--- config.mk ---
export PLATFORM = sky130hd
export DESIGN_NAME = floor_request_scheduler_flat
export DESIGN_NICKNAME = d
export VERILOG_FILES = /design/src/rtl/floor_request_scheduler_if.sv /design/src/rtl/floor_request_scheduler.sv /design/src/flat_wrapper.sv
export SDC_FILE = /design/constraint.sdc
export NUM_CORES = 1
export LEC_CHECK = 0
export CORE_ASPECT_RATIO = 1.4
export CORE_MARGIN = 2
export CORE_UTILIZATION = 35
export CTS_BUF_LIST = sky130_fd_sc_hd__clkbuf_8
export DETAILED_ROUTE_END_ITERATION = 6
export GPL_TIMING_DRIVEN = 0
export PLACE_DENSITY = 0.6
export SETUP_SLACK_MARGIN = 0.02
export SLEW_MARGIN = 20
export SYNTH_ARGS = -nofsm -noshare
export SYNTH_HDL_FRONTEND = slang
export SYNTH_SLANG_ARGS = --single-unit
--- constraint.sdc ---
create_clock -name clk -period 4.7 [get_ports clk]
set_input_delay 0.47 -clock clk [delete_from_list [all_inputs] [get_ports clk]]
set_output_delay 0.47 -clock clk [all_outputs]
set_load 0.005 [all_outputs]
--- src/rtl/floor_request_scheduler_if.sv ---
// Car-side bus of the floor request scheduler: request inputs, car position
// feedback and the registered target/status outputs.
interface floor_request_scheduler_if #(
  parameter int NUM_FLOORS = 6
) ();
  logic [NUM_FLOORS-1:0] SW;
  logic                  closeDoor;
  logic [NUM_FLOORS-1:0] curFloor;
  logic                  arrived;
  logic [NUM_FLOORS-1:0] pending;
  logic [NUM_FLOORS-1:0] whichFloor;
  logic                  targetValid;
  logic                  dirUp;
  logic                  posErr;

  // Car controller / stimulus side
  modport master (
    output SW, closeDoor, curFloor, arrived,
    input  pending, whichFloor, targetValid, dirUp, posErr
  );

  // Scheduler side
  modport slave (
    input  SW, closeDoor, curFloor, arrived,
    output pending, whichFloor, targetValid, dirUp, posErr
  );
endinterface

--- src/rtl/floor_request_scheduler.sv ---
// Floor request scheduler: sticky pending-request mask plus a SCAN
// (keep-direction) selector that presents one registered one-hot target
// floor to the car motion controller. All outputs are registered.
module floor_request_scheduler #(
  parameter int NUM_FLOORS     = 6,
  parameter int HOME_FLOOR     = 0,
  parameter bit LATCH_ON_CLOSE = 1'b0
) (
  input logic                       clk,
  input logic                       reset,
  floor_request_scheduler_if.slave  bus
);

  localparam int IW = (NUM_FLOORS > 1) ? $clog2(NUM_FLOORS) : 1;
  localparam logic [NUM_FLOORS-1:0] ONE_V  = {{(NUM_FLOORS-1){1'b0}}, 1'b1};
  localparam logic [NUM_FLOORS-1:0] HOME_V = ONE_V << HOME_FLOOR;

  typedef enum logic [1:0] {
    ST_IDLE = 2'd0,
    ST_UP   = 2'd1,
    ST_DOWN = 2'd2
  } state_e;

  // Registers
  state_e                state_q;
  logic [NUM_FLOORS-1:0] pending_q;
  logic [NUM_FLOORS-1:0] which_q;
  logic [NUM_FLOORS-1:0] sw_prev_q;
  logic                  target_valid_q;
  logic                  dir_up_q;
  logic                  pos_err_q;

  // Next-state and decode signals
  state_e                state_d;
  logic [NUM_FLOORS-1:0] pending_d;
  logic [NUM_FLOORS-1:0] which_d;
  logic [NUM_FLOORS-1:0] cap_s;
  logic [NUM_FLOORS-1:0] clr_s;
  logic [NUM_FLOORS-1:0] above_s;
  logic [NUM_FLOORS-1:0] below_s;
  logic [IW-1:0]         cur_idx_s;
  logic [IW-1:0]         up_idx_s;
  logic [IW-1:0]         dn_idx_s;
  logic [IW-1:0]         dist_up_s;
  logic [IW-1:0]         dist_dn_s;
  logic                  pos_ok_s;

  // Request capture and pending-mask update; a clear beats a same-cycle set
  always_comb begin
    cap_s     = '0;
    clr_s     = '0;
    pending_d = pending_q;
    if (LATCH_ON_CLOSE) begin
      cap_s = bus.closeDoor ? bus.SW : '0;
    end else begin
      cap_s = bus.SW & ~sw_prev_q;
    end
    if (bus.arrived && pos_ok_s) begin
      clr_s = bus.curFloor;
    end else begin
      clr_s = '0;
    end
    pending_d = (pending_q | cap_s) & ~clr_s;
  end

  // Car position decode and above/below split of the registered pending mask
  always_comb begin
    pos_ok_s  = ($countones(bus.curFloor) == 32'd1);
    cur_idx_s = '0;
    above_s   = '0;
    below_s   = '0;
    up_idx_s  = '0;
    dn_idx_s  = '0;
    for (int i = 0; i < NUM_FLOORS; i++) begin
      if (bus.curFloor[i]) begin
        cur_idx_s = IW'(i);
      end else begin
        cur_idx_s = cur_idx_s;
      end
    end
    for (int i = 0; i < NUM_FLOORS; i++) begin
      above_s[i] = pending_q[i] && (i > int'(cur_idx_s));
      below_s[i] = pending_q[i] && (i < int'(cur_idx_s));
    end
    // Highest-to-lowest scan leaves the lowest pending floor above the car
    for (int i = NUM_FLOORS - 1; i >= 0; i--) begin
      if (above_s[i]) begin
        up_idx_s = IW'(i);
      end else begin
        up_idx_s = up_idx_s;
      end
    end
    // Lowest-to-highest scan leaves the highest pending floor below the car
    for (int i = 0; i < NUM_FLOORS; i++) begin
      if (below_s[i]) begin
        dn_idx_s = IW'(i);
      end else begin
        dn_idx_s = dn_idx_s;
      end
    end
    dist_up_s = up_idx_s - cur_idx_s;
    dist_dn_s = cur_idx_s - dn_idx_s;
  end

  // SCAN next-state and target selection; everything holds on a bad position
  always_comb begin
    state_d = state_q;
    which_d = which_q;
    if (pos_ok_s) begin
      case (state_q)
        ST_IDLE: begin
          if ((above_s != '0) && (below_s != '0)) begin
            state_d = (dist_up_s <= dist_dn_s) ? ST_UP : ST_DOWN;
          end else if (above_s != '0) begin
            state_d = ST_UP;
          end else if (below_s != '0) begin
            state_d = ST_DOWN;
          end else begin
            state_d = ST_IDLE;
          end
        end
        ST_UP: begin
          if (above_s != '0) begin
            state_d = ST_UP;
          end else if (below_s != '0) begin
            state_d = ST_DOWN;
          end else begin
            state_d = ST_IDLE;
          end
        end
        ST_DOWN: begin
          if (below_s != '0) begin
            state_d = ST_DOWN;
          end else if (above_s != '0) begin
            state_d = ST_UP;
          end else begin
            state_d = ST_IDLE;
          end
        end
        default: begin
          state_d = ST_IDLE;
        end
      endcase
      case (state_d)
        ST_UP:   which_d = ONE_V << up_idx_s;
        ST_DOWN: which_d = ONE_V << dn_idx_s;
        default: which_d = which_q;
      endcase
    end else begin
      state_d = state_q;
      which_d = which_q;
    end
  end

  // State register with registered outputs; sync reset discards all requests
  always_ff @(posedge clk) begin
    sw_prev_q <= bus.SW;
    if (reset) begin
      state_q        <= ST_IDLE;
      pending_q      <= '0;
      which_q        <= HOME_V;
      target_valid_q <= 1'b0;
      dir_up_q       <= 1'b0;
      pos_err_q      <= 1'b0;
    end else begin
      state_q        <= state_d;
      pending_q      <= pending_d;
      which_q        <= which_d;
      target_valid_q <= (state_d != ST_IDLE);
      dir_up_q       <= (state_d == ST_UP);
      pos_err_q      <= ~pos_ok_s;
    end
  end

  assign bus.pending     = pending_q;
  assign bus.whichFloor  = which_q;
  assign bus.targetValid = target_valid_q;
  assign bus.dirUp       = dir_up_q;
  assign bus.posErr      = pos_err_q;

endmodule

--- src/flat_wrapper.sv ---
// flat-port wrapper written by rule: the top's interface ports become plain ports
module floor_request_scheduler_flat 
#(
  parameter int NUM_FLOORS     = 6,
  parameter int HOME_FLOOR     = 0,
  parameter bit LATCH_ON_CLOSE = 1'b0
)
  (clk, reset, bus_SW, bus_closeDoor, bus_curFloor, bus_arrived, bus_pending, bus_whichFloor, bus_targetValid, bus_dirUp, bus_posErr);
  floor_request_scheduler_if #(.NUM_FLOORS(NUM_FLOORS)) bus_i ();
  input logic clk;
  input logic reset;
  input wire logic [$bits(bus_i.SW)-1:0] bus_SW;
  input wire logic [$bits(bus_i.closeDoor)-1:0] bus_closeDoor;
  input wire logic [$bits(bus_i.curFloor)-1:0] bus_curFloor;
  input wire logic [$bits(bus_i.arrived)-1:0] bus_arrived;
  output wire logic [$bits(bus_i.pending)-1:0] bus_pending;
  output wire logic [$bits(bus_i.whichFloor)-1:0] bus_whichFloor;
  output wire logic [$bits(bus_i.targetValid)-1:0] bus_targetValid;
  output wire logic [$bits(bus_i.dirUp)-1:0] bus_dirUp;
  output wire logic [$bits(bus_i.posErr)-1:0] bus_posErr;
  assign bus_i.SW = bus_SW;
  assign bus_i.closeDoor = bus_closeDoor;
  assign bus_i.curFloor = bus_curFloor;
  assign bus_i.arrived = bus_arrived;
  assign bus_pending = bus_i.pending;
  assign bus_whichFloor = bus_i.whichFloor;
  assign bus_targetValid = bus_i.targetValid;
  assign bus_dirUp = bus_i.dirUp;
  assign bus_posErr = bus_i.posErr;
  floor_request_scheduler #(.NUM_FLOORS(NUM_FLOORS), .HOME_FLOOR(HOME_FLOOR), .LATCH_ON_CLOSE(LATCH_ON_CLOSE)) u_core (.clk(clk), .reset(reset), .bus(bus_i));
endmodule
## Word-level counts from Yosys, hierarchy flattened

Index checks and enable logic that the tools add are counted.

| storage, ports and cells | value |
|---|---|
| logic and storage cells | 85 |
| bits in registers | 23 |
| output and inout bits | 15 |
| input port bits | 16 |

| cells by class | value |
|---|---|
| add/sub/neg operators | 7 |
| muxes and demuxes | 26 |
| bitwise logic cells | 6 |
| $lt $le $gt $ge | 12 |
| shift-type cells | 2 |
| equality and inequality tests | 6 |
| reduce and logical (&&, ||, !) cells | 19 |

Operators by type and width:

| operator | count |
|---|---|
| $add 32x32->32 | 2 |
| $eq 32x1->1 const B | 1 |
| $mux 3 | 9 |
| $mux 2 | 11 |
| $logic_and 1x1->1 | 13 |
| $and 6x6->6 | 2 |
| $not 6->6 | 2 |
| $pmux 6 s2 | 1 |
| $reduce_bool 6->1 | 2 |
| $shl 1x3->6 const A | 2 |
| $add 1x1->2 | 3 |
| $eq 2x1->1 const B | 3 |
| $gt 2x3->1 const A | 2 |
| $gt 3x3->1 const A | 2 |
| $lt 1x3->1 const A | 2 |
| $lt 2x3->1 const A | 2 |
| $lt 3x3->1 const A | 2 |
| $mux 6 | 1 |
| $or 6x6->6 | 1 |
| $pmux 2 s3 | 1 |
| $sub 3x3->3 | 2 |
| $eq 2x2->1 const B | 2 |
| $reduce_bool 2->1 | 2 |
| $gt 1x3->1 const A | 1 |
| 5 further kinds | 7 |

## Logic depth before layout (Yosys ltp)

Gate-level depths: netlist (run 1).

| logic depth | value |
|---|---|
| depth after elaboration | 21 |
| depth in mapped cells | 22 |
| depth with buffers taken out | 21 |

## Worst setup path before layout (run 1)

OpenSTA, ideal clock, no wires.

| path | value |
|---|---|
| path type | input -> register |
| start point | in bus_curFloor[3] |
| end point | reg u_core.which_q[1], in the netlist u_core.bus.whichFloor[1] |
| library setup time | 87 ps |
| path slack | 628 ps |
| data required time | 4613 ps |
| arrival time | 3985 ps |
| cell stages on the path | 21 |
| path buffers | 1 |
| cells stage by stage | buf_6 inv_1 ha_1 nor3_4 inv_1 nor4_1 a21oi_1 inv_1 fa_1 ha_1 nor2b_1 o21ai_0 a32oi_1 o21ai_0 o21a_1 nor2_1 ha_1 nand2b_1 nor3b_1 a32oi_1 o31ai_1 |

| on the way | value |
|---|---|
| word-level cells in the longest chain between the ends | 19 |
| elaborated cells on any way between the ends | 60 |
| classes of those cells | add/sub (5); order compare (12); eq/ne (3); shift (2); mux (22); reduce/logical (16) |

RTL lines:

| element | RTL line | RTL |
|---|---|---|
| from (decl) | flat_wrapper.sv:14 | `input wire logic [$bits(bus_i.curFloor)-1:0] bus_curFloor;` |
| $mux 2 | floor_request_scheduler.sv:75 | `if (bus.curFloor[i]) begin` |
| $mux 3 (2 in series) | floor_request_scheduler.sv:75 |  |
| $gt 3x3->1 or $lt 1x3->1 (tied branches) | floor_request_scheduler.sv:82, floor_request_scheduler.sv:83 |  |
| $logic_and 1x1->1, on equally long branches | floor_request_scheduler.sv:82, floor_request_scheduler.sv:83 |  |
| $mux 3 or $mux 1 (tied branches) | floor_request_scheduler.sv:87, floor_request_scheduler.sv:95 |  |
| $mux 3 or $mux 2 (tied branches) (2 in series) | floor_request_scheduler.sv:87, floor_request_scheduler.sv:95 |  |
| $mux 3, on equally long branches (2 in series) | floor_request_scheduler.sv:87, floor_request_scheduler.sv:95 |  |
| $sub 3x3->3, on equally long branches | floor_request_scheduler.sv:101, floor_request_scheduler.sv:102 |  |
| $le 3x3->1 | floor_request_scheduler.sv:113 | `state_d = (dist_up_s <= dist_dn_s) ? ST_UP : ST_DOWN;` |
| $mux 2 | floor_request_scheduler.sv:113 |  |
| $mux 2 | floor_request_scheduler.sv:112 | `if ((above_s != '0) && (below_s != '0)) begin` |
| $pmux 2 s3 | floor_request_scheduler.sv:110 | `case (state_q)` |
| $mux 2 | floor_request_scheduler.sv:109 | `if (pos_ok_s) begin` |
| $eq 2x1->1 or $eq 2x2->1 (tied branches) | floor_request_scheduler.sv:144 | `case (state_d)` |
| $reduce_bool 2->1 (no line) | - |  |
| $reduce_and 2->1 (no line) | - |  |
| to (signal assigned) | floor_request_scheduler.sv:168 | `which_q <= which_d;` |
| to (decl) | floor_request_scheduler.sv:27 | `logic [NUM_FLOORS-1:0] which_q;` |

Parallel ways exist; a longest one is shown, timed or not. The select of a mux whose other input is x is not followed.
A chain may end at the register's enable or synchronous reset.

## Worst setup path in the final report (run 1)

Same ends and word-level chain as after synthesis.

==> run metrics, run 1 <==
run status=completed; RSZ-0062 raised after global routing=true; Final TNS setup=0 ns; Worst Path Class, Setup=input pin to flip-flop; fin crit share=96.3%; total power=0.629 mW; Final Hold Viols=0; DRT Pass-1 Iters=4; remaining global-route overflow=0; Starting Density=36.7%; most frequent cells in the layout=clkdlybuf4s50_1 (27), dfxtp_1 (23), inv_1 (21); All-Layer GR Usage=between 15 and 20%; pin count of the biggest net entering global routing=14; CP max FO=9; Yosys Warn Count=0; EDFF count, synth=0; hold depth=2; Seq/Total Area, Yosys=29.4%; initial antenna violation count=0; FMAX=roughly 0.22 GHz; CTS tree=built; Slew Limit Fails=0; max_cap viols=0; core footprint=0.00427 mm^2; die height=83.2 um; final instance area=slightly above 0.002 mm^2; # diodes=0; Cell Pwr Density=a little over 300 mW/mm^2; Worst-Margin Slew=0.534 ns; Layout area overhead=32.3%; DRT iter0 DRCs=31; Startpoint Class=input pin; Synth Area per Inst=between 8 and 9 um^2; routability cong.=between 0.8 and 0.9; vias in the first global route=1344; dpl cell area=0.00193 mm^2; Layout Nets=about 250; H-tree depth=1; Buffers on Ports=29; vias per inst=4.87; leading area contributor after synthesis=dfxtp_1; Hold Path Class=flip-flop to flip-flop; hold_buf cts=0; Die Area=0.00503 mm^2; LEAKAGE=0.866 nW; Final Core Density=48.5%; Fillers=around 460; share of cells above drive strength 1=17.1%; post-DP HPWL=2710 um; Synth Instances=179; Skew-Pair Late Insertion Delay=0.27 ns; vias post-DR=1343; Worst Path Required=a little under 5 ns; Crit. End Element=flip-flop; pre-CTS setup slack=-0.576 ns; CTS Sinks=23; Clock Tree Buf Depth=2; drt drc=0; setup ws final=0.176 ns; Max VDD drop=approximately 0.17 mV; non-filler cells, final=276; first-pass GRT wire length=5890 um; worst rel slew slack=64.3%; asr flop ratio synth=0%; final hold slack=roughly 0.45 ns; Routed WL=3530 um; Worst-path clk slew=0.08 ns; Wirelength per Cell=12.8 um; FP Rows=28; share of the synthesized area in the top cell type=29.4%; post-synthesis cell type count=52; #FFs+latches synth=23; Fin Clk Skew=roughly 0.0029 ns; most common cell after layout, fill and taps aside=clkdlybuf4s50_1; synthesized cell area=approximately 0.0016 mm^2; die width=a little over 60 um; IO Count=31; reg2reg path depth=19; data arrival time of the worst path=between 4 and 5 ns; final setup vio count=0; TritonCTS Buffers=3; post-route antenna net violation count=0; largest cells by area after synthesis=dfxtp_1 (29%), ha_1 (9.6%), inv_1 (5.5%); main flop type after synthesis=dfxtp_1; Post-Syn Nets=211; Tmin final=4.52 ns; Root Driver=clkbuf_8; Cells after DPL=268
-- cell families (layout without fill, tap and decap cells) --
| group | after synthesis | after routing | synth area share (%) |
|---|---|---|---|
| compound gates | 54 | 54 | 24.1 |
| xor+xnor | 4 | 4 | 2.24 |
| fa+ha+maj | 16 | 16 | 14.7 |
| buf+inv | 28 | 65 | 7.43 |
| flops | 23 | 23 | 29.4 |
| mux | 3 | 3 | 2.00 |
| simple gates | 51 | 51 | 20.1 |
-- worst max-delay path, cell delays in order --
cell	delay, ns
clkdlybuf4s50_1	0.51
buf_6	0.15
inv_1	0.05
ha_1	0.23
nor3_4	0.23
o21ai_0	0.14
a21oi_1	0.22
o21ai_1	0.12
fa_1	0.38
xor2_1	0.17
xnor2_1	0.14
ha_1	0.31
o21ai_1	0.08
a32oi_2	0.23
o21ai_1	0.12
o21a_1	0.13
nor2_1	0.10
ha_2	0.28
nand2b_4	0.18
nor3b_2	0.18
a32oi_1	0.09
o31ai_1	0.20
-- routing by layer --
layer	track usage, %	vias up	wire length (um)
met5	0	-	0
met4	8.89	0	129
met3	1.71	7	69
met2	24.3	21	1750
met1	18.9	610	1580
li1	-	705	-
-- registers in the layout (all words and copies together) (netlist names) --
| register | cells |
|---|---|
| u_core.bus.dirUp | 1 |
| u_core.bus.pending | 6 |
| u_core.bus.posErr | 1 |
| u_core.bus.targetValid | 1 |
| u_core.bus.whichFloor | 6 |
| u_core.state_q | 2 |
| u_core.sw_prev_q | 6 |
-- area by class of cell --
class,instances,area (um^2),share of cell area [%]
Buffer,4,26.3,1.27
Clock buffer,3,41.3,1.99
Clock inverter,1,5.00,0.242
Inverter,23,86.3,4.17
Multi-Input combinational cell,128,1060,51.0
Sequential cell,23,460,22.2
Tap cell,60,75.1,3.62
Timing Repair Buffer,34,322,15.5
-- power breakdown --
group	switching [mW]	internal, mW	total (mW)
Sequential	0.0129	0.213	0.226
Clock	0.0686	0.0594	0.128
Combinational	0.139	0.136	0.275
-- final timing paths --
kind	end	start	slack, ns
worst min register to register	u_core.bus.whichFloor[5]	u_core.bus.whichFloor[5]	0.45
worst max register to register	u_core.bus.whichFloor[1]	u_core.bus.pending[3]	0.86
worst max-delay path	u_core.bus.whichFloor[1]	bus_curFloor[3]	0.18
worst min-delay path	u_core.bus.whichFloor[5]	u_core.bus.whichFloor[5]	0.45
-- synth_stat cells (3+ instances only) --
cell / number
dfxtp_1: 23
inv_1: 23
a21oi_1: 16
nor2_1: 13
ha_1: 12
o21ai_0: 12
nor2b_1: 8
nand2_1: 7
fa_1: 4
a21o_1: 3
a32oi_1: 3
clkbuf_1: 3
nand2b_1: 3
nand3_1: 3
xnor2_1: 3
-- timing repair --
item,in CTS,in global routing
pin swaps,3,4
resized for setup,8,13
buffers inserted,2,3
endpoints found under the setup margin,6,6
(Power assumes the default switching activity.)
==> inputs of run 2 (changes only) <==
--- a/config.mk
+++ b/config.mk
@@ -11,9 +11,9 @@
 export CTS_BUF_LIST = sky130_fd_sc_hd__clkbuf_8
 export DETAILED_ROUTE_END_ITERATION = 6
 export GPL_TIMING_DRIVEN = 0
+export HOLD_SLACK_MARGIN = 0.08
 export PLACE_DENSITY = 0.6
 export SETUP_SLACK_MARGIN = 0.02
-export SLEW_MARGIN = 20
 export SYNTH_ARGS = -nofsm -noshare
 export SYNTH_HDL_FRONTEND = slang
 export SYNTH_SLANG_ARGS = --single-unit
==> results of run 2 <==
Final layout, timing and power as in run 1 (identical DEF).
==> inputs of run 3 (changes only) <==
--- a/config.mk
+++ b/config.mk
@@ -7,13 +7,14 @@
 export LEC_CHECK = 0
 export CORE_ASPECT_RATIO = 1.4
 export CORE_MARGIN = 2
-export CORE_UTILIZATION = 35
+export CORE_UTILIZATION = 45
 export CTS_BUF_LIST = sky130_fd_sc_hd__clkbuf_8
 export DETAILED_ROUTE_END_ITERATION = 6
 export GPL_TIMING_DRIVEN = 0
 export HOLD_SLACK_MARGIN = 0.08
-export PLACE_DENSITY = 0.6
+export PLACE_DENSITY = 0.73
 export SETUP_SLACK_MARGIN = 0.02
 export SYNTH_ARGS = -nofsm -noshare
 export SYNTH_HDL_FRONTEND = slang
 export SYNTH_SLANG_ARGS = --single-unit
+export TNS_END_PERCENT = 20
==> run metrics, run 3 (synthesis gave the netlist of run 1 again) <==
run status=completed (unchanged); # diodes=0 (unchanged); Worst Path Class, Setup=input pin to flip-flop (unchanged); most common cell after layout, fill and taps aside=clkdlybuf4s50_1 (unchanged); Startpoint Class=input pin (unchanged); total power=0.651 mW (was 0.629 mW); first-pass GRT wire length=6110 um (was 5890 um); All-Layer GR Usage=20.9% (was 15.2%); Sequential Power Share=35.0% (was 36.0%); die height=73.8 um (was 83.2 um); setup ws final=0.298 ns (was 0.176 ns); Slew Limit Fails=0 (unchanged); max_cap viols=0 (unchanged); RSZ-0062 raised after global routing=false (was true); DRT Pass-1 Iters=4 (unchanged); clock share of power=19.3% (was 20.3%); CTS Sinks=23 (unchanged); Routed WL=3930 um (was 3530 um); remaining global-route overflow=0 (unchanged); die width=53.9 um (was 60.5 um); Final TNS setup=0 ns (unchanged); Skew-Pair Late Insertion Delay=0.27 ns (about the same); vias in the first global route=1401 (was 1344); post-DP HPWL=3020 um (was 2710 um); Fillers=295 (was 457); core footprint=0.00335 mm^2 (was 0.00427 mm^2); switch share=35.8% (was 35.0%); routability cong.=0.917 (was 0.892); Seq. cell area=460 um^2 (unchanged); Root Driver=clkbuf_8 (unchanged); pin count of the biggest net entering global routing=14 (unchanged); pre-CTS setup slack=-0.626 ns (was -0.576 ns); Worst-path clk slew=0.09 ns (was 0.08 ns); hold_buf cts=0 (unchanged); share of cells above drive strength 1=21.2% (was 17.1%); FMAX=0.227 GHz (was 0.221 GHz); Fin Clk Skew=0.0119 ns (was 0.00289 ns); FP Rows=25 (was 28); net switching power=0.233 mW (was 0.220 mW); Clock Tree Buf Depth=2 (unchanged); TritonCTS Buffers=3 (unchanged); Layout Nets=250 (was 249); CP max FO=7 (was 9); vias post-DR=1441 (was 1343); Worst Path Required=4.89 ns (about the same); Tmin final=4.40 ns (was 4.52 ns); data arrival time of the worst path=4.59 ns (was 4.71 ns); Cell Pwr Density=314 mW/mm^2 (was 304 mW/mm^2); Max VDD drop=0.210 mV (was 0.170 mV); post-route antenna net violation count=0 (unchanged); Comb power frac=45.8% (was 43.7%); IO Count=31 (unchanged); most frequent cells in the layout=clkdlybuf4s50_1 (25), dfxtp_1 (23), inv_1 (20) (was clkdlybuf4s50_1 (27), dfxtp_1 (23), inv_1 (21)); area of the multi-input gates=0.00107 mm^2 (was 0.00106 mm^2); H-tree depth=1 (unchanged); Buffers on Ports=29 (unchanged); initial antenna violation count=0 (unchanged); Wirelength per Cell=15.3 um (was 12.8 um); Starting Density=46.8% (was 36.7%); CTS tree=built (unchanged); Worst-Margin Slew=0.551 ns (was 0.534 ns); Layout area overhead=32.5% (was 32.3%); Hold Path Class=flip-flop to flip-flop (unchanged); LEAKAGE=0.884 nW (was 0.866 nW); Die Area=0.00398 mm^2 (was 0.00503 mm^2); worst rel slew slack=63.1% (was 64.3%); drt drc=0 (unchanged); Final Hold Viols=0 (unchanged); DRT iter0 DRCs=29 (was 31); Final Core Density=62.0% (was 48.5%); vias per inst=5.61 (was 4.87); Crit. End Element=flip-flop (unchanged); fin crit share=93.7% (was 96.3%); internal power=0.418 mW (was 0.409 mW); final setup vio count=0 (unchanged)
[run 3: cell count changes in the layout (fill, tap and decap cells not counted), sizes merged]
cell           delta
dlygate4sd2       -1
clkbuf            +1
buf               +1
clkdlybuf4s50     -2
dlymetal6s2s      +2
[run 3: final timing paths]
check	from	to	slack [ns]	depth (start not counted)
hold reg to reg	u_core.bus.whichFloor[5]	u_core.bus.whichFloor[5]	0.46	2
setup reg to reg	u_core.bus.pending[3]	u_core.bus.whichFloor[1]	0.75	19
setup / recovery	bus_curFloor[1]	u_core.bus.whichFloor[1]	0.30	20
hold / removal	u_core.bus.whichFloor[5]	u_core.bus.whichFloor[5]	0.46	2
[run 3: what timing repair did]
item / 4_1_cts / 5_1_grt
resized for setup: 9 / 24
buffers inserted: 1 / 5
cloned: 0 / 0
pin swaps: 4 / 9
endpoints found under the setup margin: 6 / 6
[run 3: layout make-up]
| class | instances | area share [%] |
|---|---|---|
| clock inverter | 1 | 0.241 |
| buffer | 4 | 1.27 |
| clock buffer | 3 | 1.99 |
| tap | 40 | 2.41 |
| inverter | 23 | 4.28 |
| timing repair buffer | 35 | 15.9 |
| multi-input combinational | 128 | 51.7 |
| sequential | 23 | 22.2 |
[run 3: metal layers]
| metal | share of wire (%) | vias to the layer above | routed length, um | GRT usage (%) |
|---|---|---|---|---|
| met2 | 56 | 37 | 2190 | 36.9 |
| met5 | 0 | - | 0 | 0 |
| met4 | 2.8 | 0 | 111 | 9.40 |
| met1 | 39 | 687 | 1520 | 23.9 |
| li1 | - | 707 | - | - |
| met3 | 2.8 | 10 | 109 | 3.05 |
[run 3: power groups by stage]
stage	combinational, mW	clock [mW]	sequential (mW)
finish	0.298	0.125	0.228
global route	0.326	0.136	0.230
CTS	0.265	0.126	0.227
detailed placement	0.252	0	0.231
global placement	0.241	0	0.230
floorplan	0.169	0	0.230
[run 3: stage by stage]
step / instance area [um^2] / std cells / hold WS (ns)
after floorplan: 1570 / 179 / 0.448
after global placement: 1910 / 248 / 0.440
after detailed placement: 1910 / 248 / 0.447
after CTS: 1980 / 252 / 0.460
after global routing: 2080 / 257 / 0.469
final: 2080 / 257 / 0.457
[run 3: critical path, stage by stage]
cell and delay [ns]:
clkdlybuf4s50_1 0.48, nor2b_4 0.20, o21ai_0 0.29, a31oi_1 0.15, a21oi_2 0.22, inv_1 0.08, fa_1 0.41, xor2_1 0.16
xnor2_1 0.13, ha_1 0.31, o21ai_1 0.08, a32oi_2 0.25, a21oi_1 0.11, a21o_1 0.18, nand2_1 0.08, ha_2 0.27
nand2b_4 0.18, nor3b_2 0.19, a32oi_1 0.10, o31ai_1 0.23
